$ cat config.mk
export PLATFORM = sky130hd
export DESIGN_NAME = approx_error_sweeper
export DESIGN_NICKNAME = d
export VERILOG_FILES = /design/src/rtl/approx_chk_pkg.sv /design/src/rtl/approx_err_accum.sv /design/src/rtl/approx_error_sweeper.sv
export SDC_FILE = /design/constraint.sdc
export NUM_CORES = 1
export LEC_CHECK = 0
export CAP_MARGIN = 40
export CORE_UTILIZATION = 25
export CTS_CLUSTER_DIAMETER = 30
export DETAILED_ROUTE_END_ITERATION = 6
export PLACE_DENSITY = 0.49
export SYNTH_ARGS = -nofsm -noshare
export SYNTH_HDL_FRONTEND = slang
export SYNTH_SLANG_ARGS = --single-unit
$ cat constraint.sdc
create_clock -name clk -period 2 [get_ports clk]
set_input_delay 0.4 -clock clk [delete_from_list [all_inputs] [get_ports clk]]
set_output_delay 0.4 -clock clk [all_outputs]
set_load 0.05 [all_outputs]
$ cat src/rtl/approx_chk_pkg.sv
// Shared types and helpers for the exact-vs-approximate circuit sweeper.
// Widths up to MaxOutW bits go through abs_diff; callers size-cast in and out.
package approx_chk_pkg;

    typedef enum logic [1:0] {
        StIdle,
        StSweep,
        StDrain,
        StDone
    } state_t;

    localparam int unsigned MaxOutW = 16;
    localparam int unsigned DefNIn  = 4;
    localparam int unsigned NUM_VEC = 2 ** DefNIn;

    function automatic int unsigned num_vec(input int unsigned n_in);
        return 2 ** n_in;
    endfunction

    function automatic logic [MaxOutW-1:0] abs_diff(input logic [MaxOutW-1:0] a,
                                                     input logic [MaxOutW-1:0] b);
        return (a >= b) ? (a - b) : (b - a);
    endfunction

endpackage

$ cat src/rtl/approx_err_accum.sv
// Error statistics accumulator: worst-case error, violation count, first violator, verdict.
// clear has priority over a sample arriving in the same cycle.
module approx_err_accum
    import approx_chk_pkg::*;
#(
    parameter int unsigned N_IN  = 4,
    parameter int unsigned N_OUT = 3
) (
    input  logic             clk,
    input  logic             rst_n,
    input  logic             clear,
    input  logic             valid,
    input  logic [N_IN-1:0]  index,
    input  logic [N_OUT-1:0] err,
    input  logic [N_OUT-1:0] threshold,
    output logic [N_OUT-1:0] max_err,
    output logic [N_IN:0]    viol_cnt,
    output logic [N_IN-1:0]  first_viol_vec,
    output logic             pass
);

    localparam logic [N_IN:0] CntOne = 1;

    logic [N_OUT-1:0] max_q;
    logic [N_IN:0]    viol_q;
    logic [N_IN-1:0]  first_q;
    logic             pass_q;
    logic             found_q;

    always_ff @(posedge clk or negedge rst_n) begin
        if (!rst_n) begin
            max_q   <= '0;
            viol_q  <= '0;
            first_q <= '0;
            pass_q  <= 1'b0;
            found_q <= 1'b0;
        end else if (clear) begin
            max_q   <= '0;
            viol_q  <= '0;
            first_q <= '0;
            pass_q  <= 1'b1;
            found_q <= 1'b0;
        end else if (valid) begin
            if (err > max_q) begin
                max_q <= err;
            end
            if (err > threshold) begin
                viol_q <= viol_q + CntOne;
                pass_q <= 1'b0;
                if (!found_q) begin
                    first_q <= index;
                    found_q <= 1'b1;
                end
            end
        end
    end

    assign max_err        = max_q;
    assign viol_cnt       = viol_q;
    assign first_viol_vec = first_q;
    assign pass           = pass_q;

endmodule

$ cat src/rtl/approx_error_sweeper.sv
// Sweeps all 2^N_IN input vectors through an exact/approximate circuit pair and scores
// the absolute output error; a tag pipeline matches each returning sample to its vector.
module approx_error_sweeper
    import approx_chk_pkg::*;
#(
    parameter int unsigned N_IN    = 4,
    parameter int unsigned N_OUT   = 3,
    parameter int unsigned DUT_LAT = 0
) (
    input  logic             clk,
    input  logic             rst_n,
    input  logic             start,
    input  logic             abort,
    input  logic [N_OUT-1:0] et,
    output logic [N_IN-1:0]  vec_o,
    input  logic [N_OUT-1:0] exact_i,
    input  logic [N_OUT-1:0] approx_i,
    output logic             busy,
    output logic             done,
    output logic             pass,
    output logic [N_OUT-1:0] max_err,
    output logic [N_IN:0]    viol_cnt,
    output logic [N_IN-1:0]  first_viol_vec
);

    localparam logic [N_IN-1:0] VecOne    = 1;
    localparam logic [2:0]      DrainLast = 3'(DUT_LAT - 1);

    state_t           state_q;
    logic [N_IN-1:0]  vec_q;
    logic [2:0]       drain_q;
    logic [N_OUT-1:0] et_q;
    logic             busy_q;
    logic             done_q;

    logic             sweeping;
    logic             abort_hit;
    logic             accept;
    logic             tag_valid;
    logic [N_IN-1:0]  tag_index;
    logic             score_valid;
    logic [N_OUT-1:0] err;

    assign sweeping  = (state_q == StSweep);
    assign abort_hit = abort && (sweeping || state_q == StDrain);
    // abort beats start even in idle, so a simultaneous pair never launches a sweep
    assign accept    = (state_q == StIdle) && start && !abort;

    always_ff @(posedge clk or negedge rst_n) begin
        if (!rst_n) begin
            state_q <= StIdle;
            vec_q   <= '0;
            drain_q <= '0;
            et_q    <= '0;
            busy_q  <= 1'b0;
            done_q  <= 1'b0;
        end else begin
            done_q <= 1'b0;
            unique case (state_q)
                StIdle: begin
                    if (accept) begin
                        state_q <= StSweep;
                        vec_q   <= '0;
                        et_q    <= et;
                        busy_q  <= 1'b1;
                    end
                end
                StSweep: begin
                    if (abort_hit) begin
                        state_q <= StIdle;
                        busy_q  <= 1'b0;
                    end else if (vec_q == '1) begin
                        if (DUT_LAT > 0) begin
                            state_q <= StDrain;
                            drain_q <= '0;
                        end else begin
                            state_q <= StDone;
                            busy_q  <= 1'b0;
                            done_q  <= 1'b1;
                        end
                    end else begin
                        vec_q <= vec_q + VecOne;
                    end
                end
                StDrain: begin
                    if (abort_hit) begin
                        state_q <= StIdle;
                        busy_q  <= 1'b0;
                    end else if (drain_q == DrainLast) begin
                        state_q <= StDone;
                        busy_q  <= 1'b0;
                        done_q  <= 1'b1;
                    end else begin
                        drain_q <= drain_q + 3'd1;
                    end
                end
                StDone: begin
                    state_q <= StIdle;
                end
                default: begin
                    state_q <= StIdle;
                    busy_q  <= 1'b0;
                end
            endcase
        end
    end

    generate
        if (DUT_LAT == 0) begin : g_no_lat
            assign tag_valid = sweeping;
            assign tag_index = vec_q;
        end else begin : g_lat
            logic [DUT_LAT-1:0] tag_v_q;
            logic [N_IN-1:0]    tag_idx_q [DUT_LAT];

            always_ff @(posedge clk or negedge rst_n) begin
                if (!rst_n) begin
                    tag_v_q <= '0;
                    for (int k = 0; k < DUT_LAT; k++) begin
                        tag_idx_q[k] <= '0;
                    end
                end else if (abort_hit || accept) begin
                    tag_v_q <= '0;
                end else begin
                    tag_v_q[0]   <= sweeping;
                    tag_idx_q[0] <= vec_q;
                    for (int k = 1; k < DUT_LAT; k++) begin
                        tag_v_q[k]   <= tag_v_q[k-1];
                        tag_idx_q[k] <= tag_idx_q[k-1];
                    end
                end
            end

            assign tag_valid = tag_v_q[DUT_LAT-1];
            assign tag_index = tag_idx_q[DUT_LAT-1];
        end
    endgenerate

    assign score_valid = tag_valid && !abort_hit;
    assign err = N_OUT'(abs_diff(MaxOutW'(exact_i), MaxOutW'(approx_i)));

    approx_err_accum #(
        .N_IN  (N_IN),
        .N_OUT (N_OUT)
    ) u_accum (
        .clk            (clk),
        .rst_n          (rst_n),
        .clear          (accept),
        .valid          (score_valid),
        .index          (tag_index),
        .err            (err),
        .threshold      (et_q),
        .max_err        (max_err),
        .viol_cnt       (viol_cnt),
        .first_viol_vec (first_viol_vec),
        .pass           (pass)
    );

    assign vec_o = vec_q;
    assign busy  = busy_q;
    assign done  = done_q;

endmodule

==> results.py, run 1 <==
metrics = {
    "outcome": {
        "outcome": "finished with violations",
        "violations": "negative setup slack",
    },
    "setup_path": {
        "critPathLaunch": "approx_i[0]",
        "crit_path_max_incr_delay_ps": 490,
        "reg2reg_slack_ps": 190,
        "cp_slowest_cell": "or4_4",
        "critPathCaptureType": "register",
        "crit_path_frequent_cell": "ha_4",
        "cp_max_fo": 4,
        "crit_chain": "buf_12, ha_4, inv_2, fa_2, mux2_4, ha_4, nor2b_4, o31ai_4, or4_4, a21oi_2",
        "path_class": "input pin to register",
        "endpoint": "u_accum.viol_cnt[4]",
        "cp.required_ps": 2220,
        "cp_num_buf_inv": 2,
        "r2r-start": "state_q[1]",
        "arrival_ps": 2650,
        "start_kind": "input pin",
        "r2r_end": "u_accum.viol_cnt[4]",
        "worst-r2r-cell-count": 6,
        "crit_family": "adder cells",
        "crit_cells": 10,
    },
    "placed_design": {
        "gp_congestion": 0.771,
        "io_buffers": 31,
        "dpl_cell_area_um2": 2430,
        "dp_slack_ps": -1210,
        "dp_hpwl_mm": 2.99,
    },
    "drt": {
        "vias_per_cell": 4.56,
        "drt-wirelength-per-cell_um": 13.0,
        "postRouteAntennaNets": 0,
        "drt_wl_total_mm": 4.42,
        "route.detailed.drc": 0,
        "dr.pass1.iters": 4,
        "drt_iter0_drc": 32,
        "num_vias": 1556,
    },
    "sta": {
        "tightest_slew_ps": 506,
        "tns_ps": -4390,
        "relSlewSlack_pct": 66.2,
        "rsz0062_at_grt": "yes",
        "drv_slew": 0,
        "setup_slack_ps": -434,
        "fin_crit_sh_pct": 122,
        "finalHoldViolCount": 0,
        "max_clock_freq_mhz": 411,
        "setup_viol": 14,
        "finalCriticalPeriod_ps": 2430,
        "fin_skew_ps": 9.48,
    },
    "clock_tree": {
        "root_buffer": "clkbuf_8",
        "cts_made_buffers": 3,
        "clk_latency_ps": 280,
        "cts_tree": "done",
        "cts_num_sinks": 28,
        "ctsHtreeMaxLevel": 1,
        "clkTransAtPathRegs_ps": 100,
        "cts_buffer_depth": 2,
    },
    "logic_synthesis": {
        "avgSynthCellArea_um2": 9.79,
        "synthArstFlopShare_pct": 100,
        "ys_warn_count": 0,
        "synth_edf_count": 0,
        "yosys.area_share.simple_pct": 17.3,
        "ys_seq_area_share_pct": 40.0,
        "synth-xor-area-share_pct": 0.500,
        "synthAdderAreaFrac_pct": 15.8,
        "muxShareOfSynthArea_pct": 4.28,
        "synth_compound_area_share_pct": 18.0,
        "synth_top_family_by_area": "compound AO/OA/AOI/OAI gates",
        "ys_seq_elements": 28,
        "ys.flop_type": "dfrtp_1",
        "synth_area_um2": 1750,
        "synthCells": 179,
        "ys_top_cells_by_area": "dfrtp_1 40%, ha_1 14%, a21oi_1 4.3%",
        "syn-num-nets": 213,
        "synth.largest_area_cell": "dfrtp_1",
        "yosysTopAreaCellShare_pct": 40.0,
        "ys_types": 38,
    },
    "pwr": {
        "power_density_nw_per_um2": 1480,
        "swShare_pct": 45.9,
        "power_w": 0.00418,
        "p_comb_share_pct": 67.1,
        "intPower_w": 0.00226,
        "peakVddDrop_mv": 0.564,
        "switchingPower_w": 0.00192,
        "seqPwrFrac_pct": 24.3,
        "p_leak_nw": 1.24,
        "power_frac_clock_pct": 8.6,
    },
    "global_routing": {
        "grt-ovfl-total": 0,
        "antenna_found_initial": 0,
        "grt_max_degree": 29,
        "grt_usage_pct": 12.3,
        "grt_first_pass_wirelength_mm": 7.25,
        "grt_pass1_vias": 1525,
    },
    "cells_and_area": {
        "layout-area-overhead-vs-synth_pct": 60.9,
        "final_area_um2": 2820,
        "n_antenna_cell": 0,
        "final_common_cell": "buf_4",
        "drive_gt1_share_pct": 40.0,
        "final_cell_mix": "29 x buf_4, 28 x dfrtp_1, 18 x clkdlybuf4s50_1, 16 x nand2_1, 11 x ha_1",
        "nFillCells": 662,
        "seq_area_um2": 701,
        "multi_input_area_um2": 1280,
        "nets": 280,
    },
    "floorplanning": {
        "initial_core_util_pct": 25.8,
        "die-area_um2": 7350,
        "die_w_um": 85.7,
        "core_region_area_um2": 6790,
        "fp.dieH_um": 85.7,
        "ios": 32,
        "core.rowCount": 30,
    },
    "hold_path": {
        "hp-class": "register to register",
    },
    "flow_run": {
        "max_cap_violations": 0,
    },
}
routing by layer:
layer  up-vias  routed length [um]  global-route usage (%)
met5         -                   0                       0
met4         0                  10                    1.21
met3         2                 126                    2.89
met2        19                2130                    20.4
met1       755                2150                    16.9
li1        780                   -                       -
power groups by stage:
| stage | Clock [W] | Sequential (W) | Combinational, W |
|---|---|---|---|
| 3_5_place_dp | 0 | 0.00101 | 0.00219 |
| 5_1_grt | 0.000394 | 0.00106 | 0.00304 |
| 4_1_cts | 0.000376 | 0.00100 | 0.00246 |
| 3_3_place_gp | 0 | 0.00101 | 0.00219 |
| 2_1_floorplan | 0 | 0.00145 | 0.00108 |
| 6_report | 0.000359 | 0.00102 | 0.00280 |
cell families (layout without fill, tap and decap cells):
group,Yosys count,count (layout)
fa+ha+maj,21,21
flops,28,28
simple gates,56,56
mux,7,7
buf+inv,18,83
compound gates,48,49
xor+xnor,1,1
synthesized netlist by cell type (all sizes together) (2+ instances only):
cell / count
dfrtp: 28
ha: 19
nand2: 17
a21oi: 15
inv: 15
o21ai: 10
nand3: 7
o31ai: 7
nand2b: 6
nor2: 5
mux2: 4
nand4b: 4
nor2b: 4
a211o: 3
a31oi: 3
mux2i: 3
nor3: 3
or3: 3
a211oi: 2
clkbuf: 2
fa: 2
nand3b: 2
o211a: 2
state kept, by name, indices dropped and copies added (netlist names):
name and flops:
vec_o 4, done 1, state_q 2, drain_q 3, et_q 3, u_accum.viol_cnt 5
u_accum.found_q 1, busy 1, u_accum.pass 1, u_accum.first_viol_vec 4, u_accum.max_err 3
how the worst min path moves through the flow:
stage / startpoint / to / slack, ps / depth (start not counted)
2_1_floorplan: rst_n / busy / 100 / 0
3_3_place_gp: drain_q[0] / drain_q[0] / 470 / 1
3_5_place_dp: drain_q[0] / drain_q[0] / 470 / 1
4_1_cts: drain_q[0] / drain_q[0] / 490 / 1
5_1_grt: drain_q[0] / drain_q[0] / 530 / 1
6_report: drain_q[0] / drain_q[0] / 490 / 1
metrics by stage:
step                      hold WS [ps]  utilization (%)  instances
after floorplan                    104                -        179
after global placement             473             35.7        325
after detailed placement           474             35.7        325
after CTS                          492             38.7        337
after global routing               526             41.5        341
final                              491             41.5        341
repair_timing:
action / CTS / global route
pin swaps: 16 / 20
gates cloned: 1 / 1
buffers inserted: 7 / 5
endpoints found under the setup margin: 14 / 15
hold buffers: 0 / 0
resized for setup: 33 / 47
layout make-up:
cell class / instances / share of cell area (%)
clock buffer: 4 / 1.95
inverter: 15 / 2.53
multi-input combinational: 134 / 45.5
sequential: 28 / 24.8
tap: 96 / 4.26
timing repair buffer: 64 / 20.9
Power figures use the tool's default switching activity.
==> inputs of run 2 (changes only) <==
--- a/config.mk
+++ b/config.mk
@@ -6,6 +6,7 @@
 export NUM_CORES = 1
 export LEC_CHECK = 0
 export CAP_MARGIN = 40
+export CORE_MARGIN = 2
 export CORE_UTILIZATION = 25
 export CTS_CLUSTER_DIAMETER = 30
 export DETAILED_ROUTE_END_ITERATION = 6
==> run 2 against run 1 <==
The run still ends with negative setup slack left. Design area fell by 1.8%. Wire length fell by 1.7%. Via count fell by 0.45%. Combinational power decreased by 5%. First-iteration DRC count rose by 100%. Die area is 4.7% higher. Critical endpoint unchanged. Largest power group unchanged.
==> results.py, run 2 (synthesis results as in run 1) <==
metrics = {
    "clock_tree": {
        "cts_num_sinks": 28,
        "ctsHtreeMaxLevel": 1,
        "cts_made_buffers": 3,
        "clk_latency_ps": 280,
        "clkTransAtPathRegs_ps": 100,
        "cts_tree": "done",
        "root_buffer": "clkbuf_8",
        "cts_buffer_depth": 2,
        "cts_hold_buffers": 0,
    },
    "setup_path": {
        "reg2reg_slack_ps": 150,
        "cp.required_ps": 2220,
        "r2r-start": "state_q[1]",
        "cp_max_fo": 4,
        "crit_chain": "buf_8, inv_4, ha_4, inv_2, fa_1, mux2_4, ha_4, nor2b_4, o31ai_4, or4_4, a21oi_2",
        "critPathCaptureType": "register",
        "crit_path_frequent_cell": "ha_4",
        "cp_slowest_cell": "or4_4",
        "arrival_ps": 2650,
        "r2r_end": "u_accum.viol_cnt[4]",
        "start_kind": "input pin",
        "path_class": "input pin to register",
        "crit_path_max_incr_delay_ps": 520,
        "worst-r2r-cell-count": 6,
    },
    "sta": {
        "max_clock_freq_mhz": 411,
        "setup_slack_ps": -434,
        "fin_crit_sh_pct": 122,
        "relSlewSlack_pct": 65.9,
        "finalHoldViolCount": 0,
        "rsz0062_at_grt": "yes",
        "fin_skew_ps": 3.06,
        "hold_ws_ps": 498,
        "setup_viol": 14,
        "tightest_slew_ps": 510,
        "drv_slew": 0,
        "finalCriticalPeriod_ps": 2430,
    },
    "global_routing": {
        "grt_max_degree": 29,
        "grt_first_pass_wirelength_mm": 7.56,
        "grt-ovfl-total": 0,
        "grt_pass1_vias": 1592,
        "antenna_found_initial": 0,
        "grt_usage_pct": 12.3,
    },
    "drt": {
        "drt-wirelength-per-cell_um": 12.7,
        "dr.pass1.iters": 4,
        "num_vias": 1549,
        "route.detailed.drc": 0,
        "vias_per_cell": 4.54,
        "drt_wl_total_mm": 4.35,
        "postRouteAntennaNets": 0,
        "drt_iter0_drc": 65,
    },
    "cells_and_area": {
        "fin_cells": 341,
        "drive_gt1_share_pct": 38.4,
        "nFillCells": 681,
        "final_common_cell": "buf_4",
        "largest_register_ffs": 5,
        "post-route-util_pct": 40.8,
        "final_cell_mix": "31 x buf_4, 28 x dfrtp_1, 19 x clkdlybuf4s50_1, 16 x nand2_1, 11 x ha_1",
        "layout-area-overhead-vs-synth_pct": 58.0,
        "nets": 280,
        "n_antenna_cell": 0,
    },
    "placed_design": {
        "dp_slack_ps": -1240,
        "gp_congestion": 0.792,
        "place_inst": 327,
        "dp_hpwl_mm": 3.09,
        "io_buffers": 31,
    },
    "pwr": {
        "power_density_nw_per_um2": 1470,
        "peakVddDrop_mv": 0.565,
        "p_leak_nw": 1.22,
    },
    "floorplanning": {
        "initial_core_util_pct": 25.8,
        "core_region_area_um2": 6790,
        "die-area_um2": 7700,
        "ios": 32,
        "die_w_um": 87.7,
        "core.rowCount": 30,
        "fp.dieH_um": 87.7,
    },
    "flow_run": {
        "max_cap_violations": 0,
    },
    "hold_path": {
        "hp-class": "input pin to asynchronous set/reset pin",
    },
    "outcome": {
        "outcome": "finished with violations",
        "violations": "negative setup slack",
    },
}
==> run 2: cell types whose count changed in the layout (fill, tap and decap cells not counted), sizes merged <==
cell	delta
dlymetal6s2s	-1
clkdlybuf4s50	+1
dlygate4sd2	+1
a31o	-1
clkdlybuf4s15	-1
buf	+1
==> run 2: layout make-up <==
type / instances / area (um^2) / share of cell area, %
Multi-Input combinational cell: 133 / 1250 / 45.1
Sequential cell: 28 / 701 / 25.3
Timing Repair Buffer: 65 / 574 / 20.7
Tap cell: 96 / 120 / 4.34
Inverter: 15 / 71.3 / 2.58
Clock buffer: 4 / 55.1 / 1.99
==> run 2: routing by layer <==
metal | GRT usage (%) | share of wire, % | vias to the layer above
li1 | - | - | 788
met1 | 17.3 | 49 | 738
met2 | 19.6 | 47 | 21
met3 | 3.30 | 3.7 | 2
met4 | 1.40 | 0.23 | 0
met5 | 0 | 0 | -
==> run 2: worst max-delay path by stage <==
stage	startpoint	to	slack (ps)	cells past startpoint
global route	exact_i[0]	u_accum.viol_cnt[4]	-510	11
detailed placement	approx_i[0]	u_accum.viol_cnt[4]	-1240	12
global placement	approx_i[0]	u_accum.first_viol_vec[2]	-1210	16
finish	exact_i[0]	u_accum.viol_cnt[4]	-430	11
floorplan	approx_i[0]	u_accum.viol_cnt[4]	-480	10
CTS	approx_i[0]	u_accum.viol_cnt[4]	-490	11
==> run 2: stage by stage <==
step / setup TNS (ps) / area, um^2 / power (W)
after floorplan: -5400 / 1870 / 0.00252
after global placement: -16010 / 2440 / 0.00318
after detailed placement: -16290 / 2440 / 0.00320
after CTS: -5300 / 2700 / 0.00391
after global routing: -6050 / 2770 / 0.00439
final: -4800 / 2770 / 0.00406
==> run 2: power by group <==
part	total [W]	internal [W]	switching (W)	leakage, nW
Combinational	0.00267	0.00120	0.00148	0.833
Clock	0.000361	0.000177	0.000185	0.0288
Sequential	0.00103	0.000796	0.000230	0.357
==> run 2: worst max-delay path, delay by kind of cell <==
family / cells / cell delay (ps)
adder cells (fa/ha/maj): 3 / 830
AO/OA/AOI/OAI: 2 / 230
AND/OR/NAND/NOR: 2 / 690
buffers and inverters: 3 / 170
multiplexers: 1 / 310
==> run 2: what timing repair did <==
action	in CTS	in global routing
hold endpoints to repair	0	0
buffers inserted	7	3
pin swaps	18	19
resized for setup	46	21
setup endpoints to repair	14	15
gates cloned	0	1
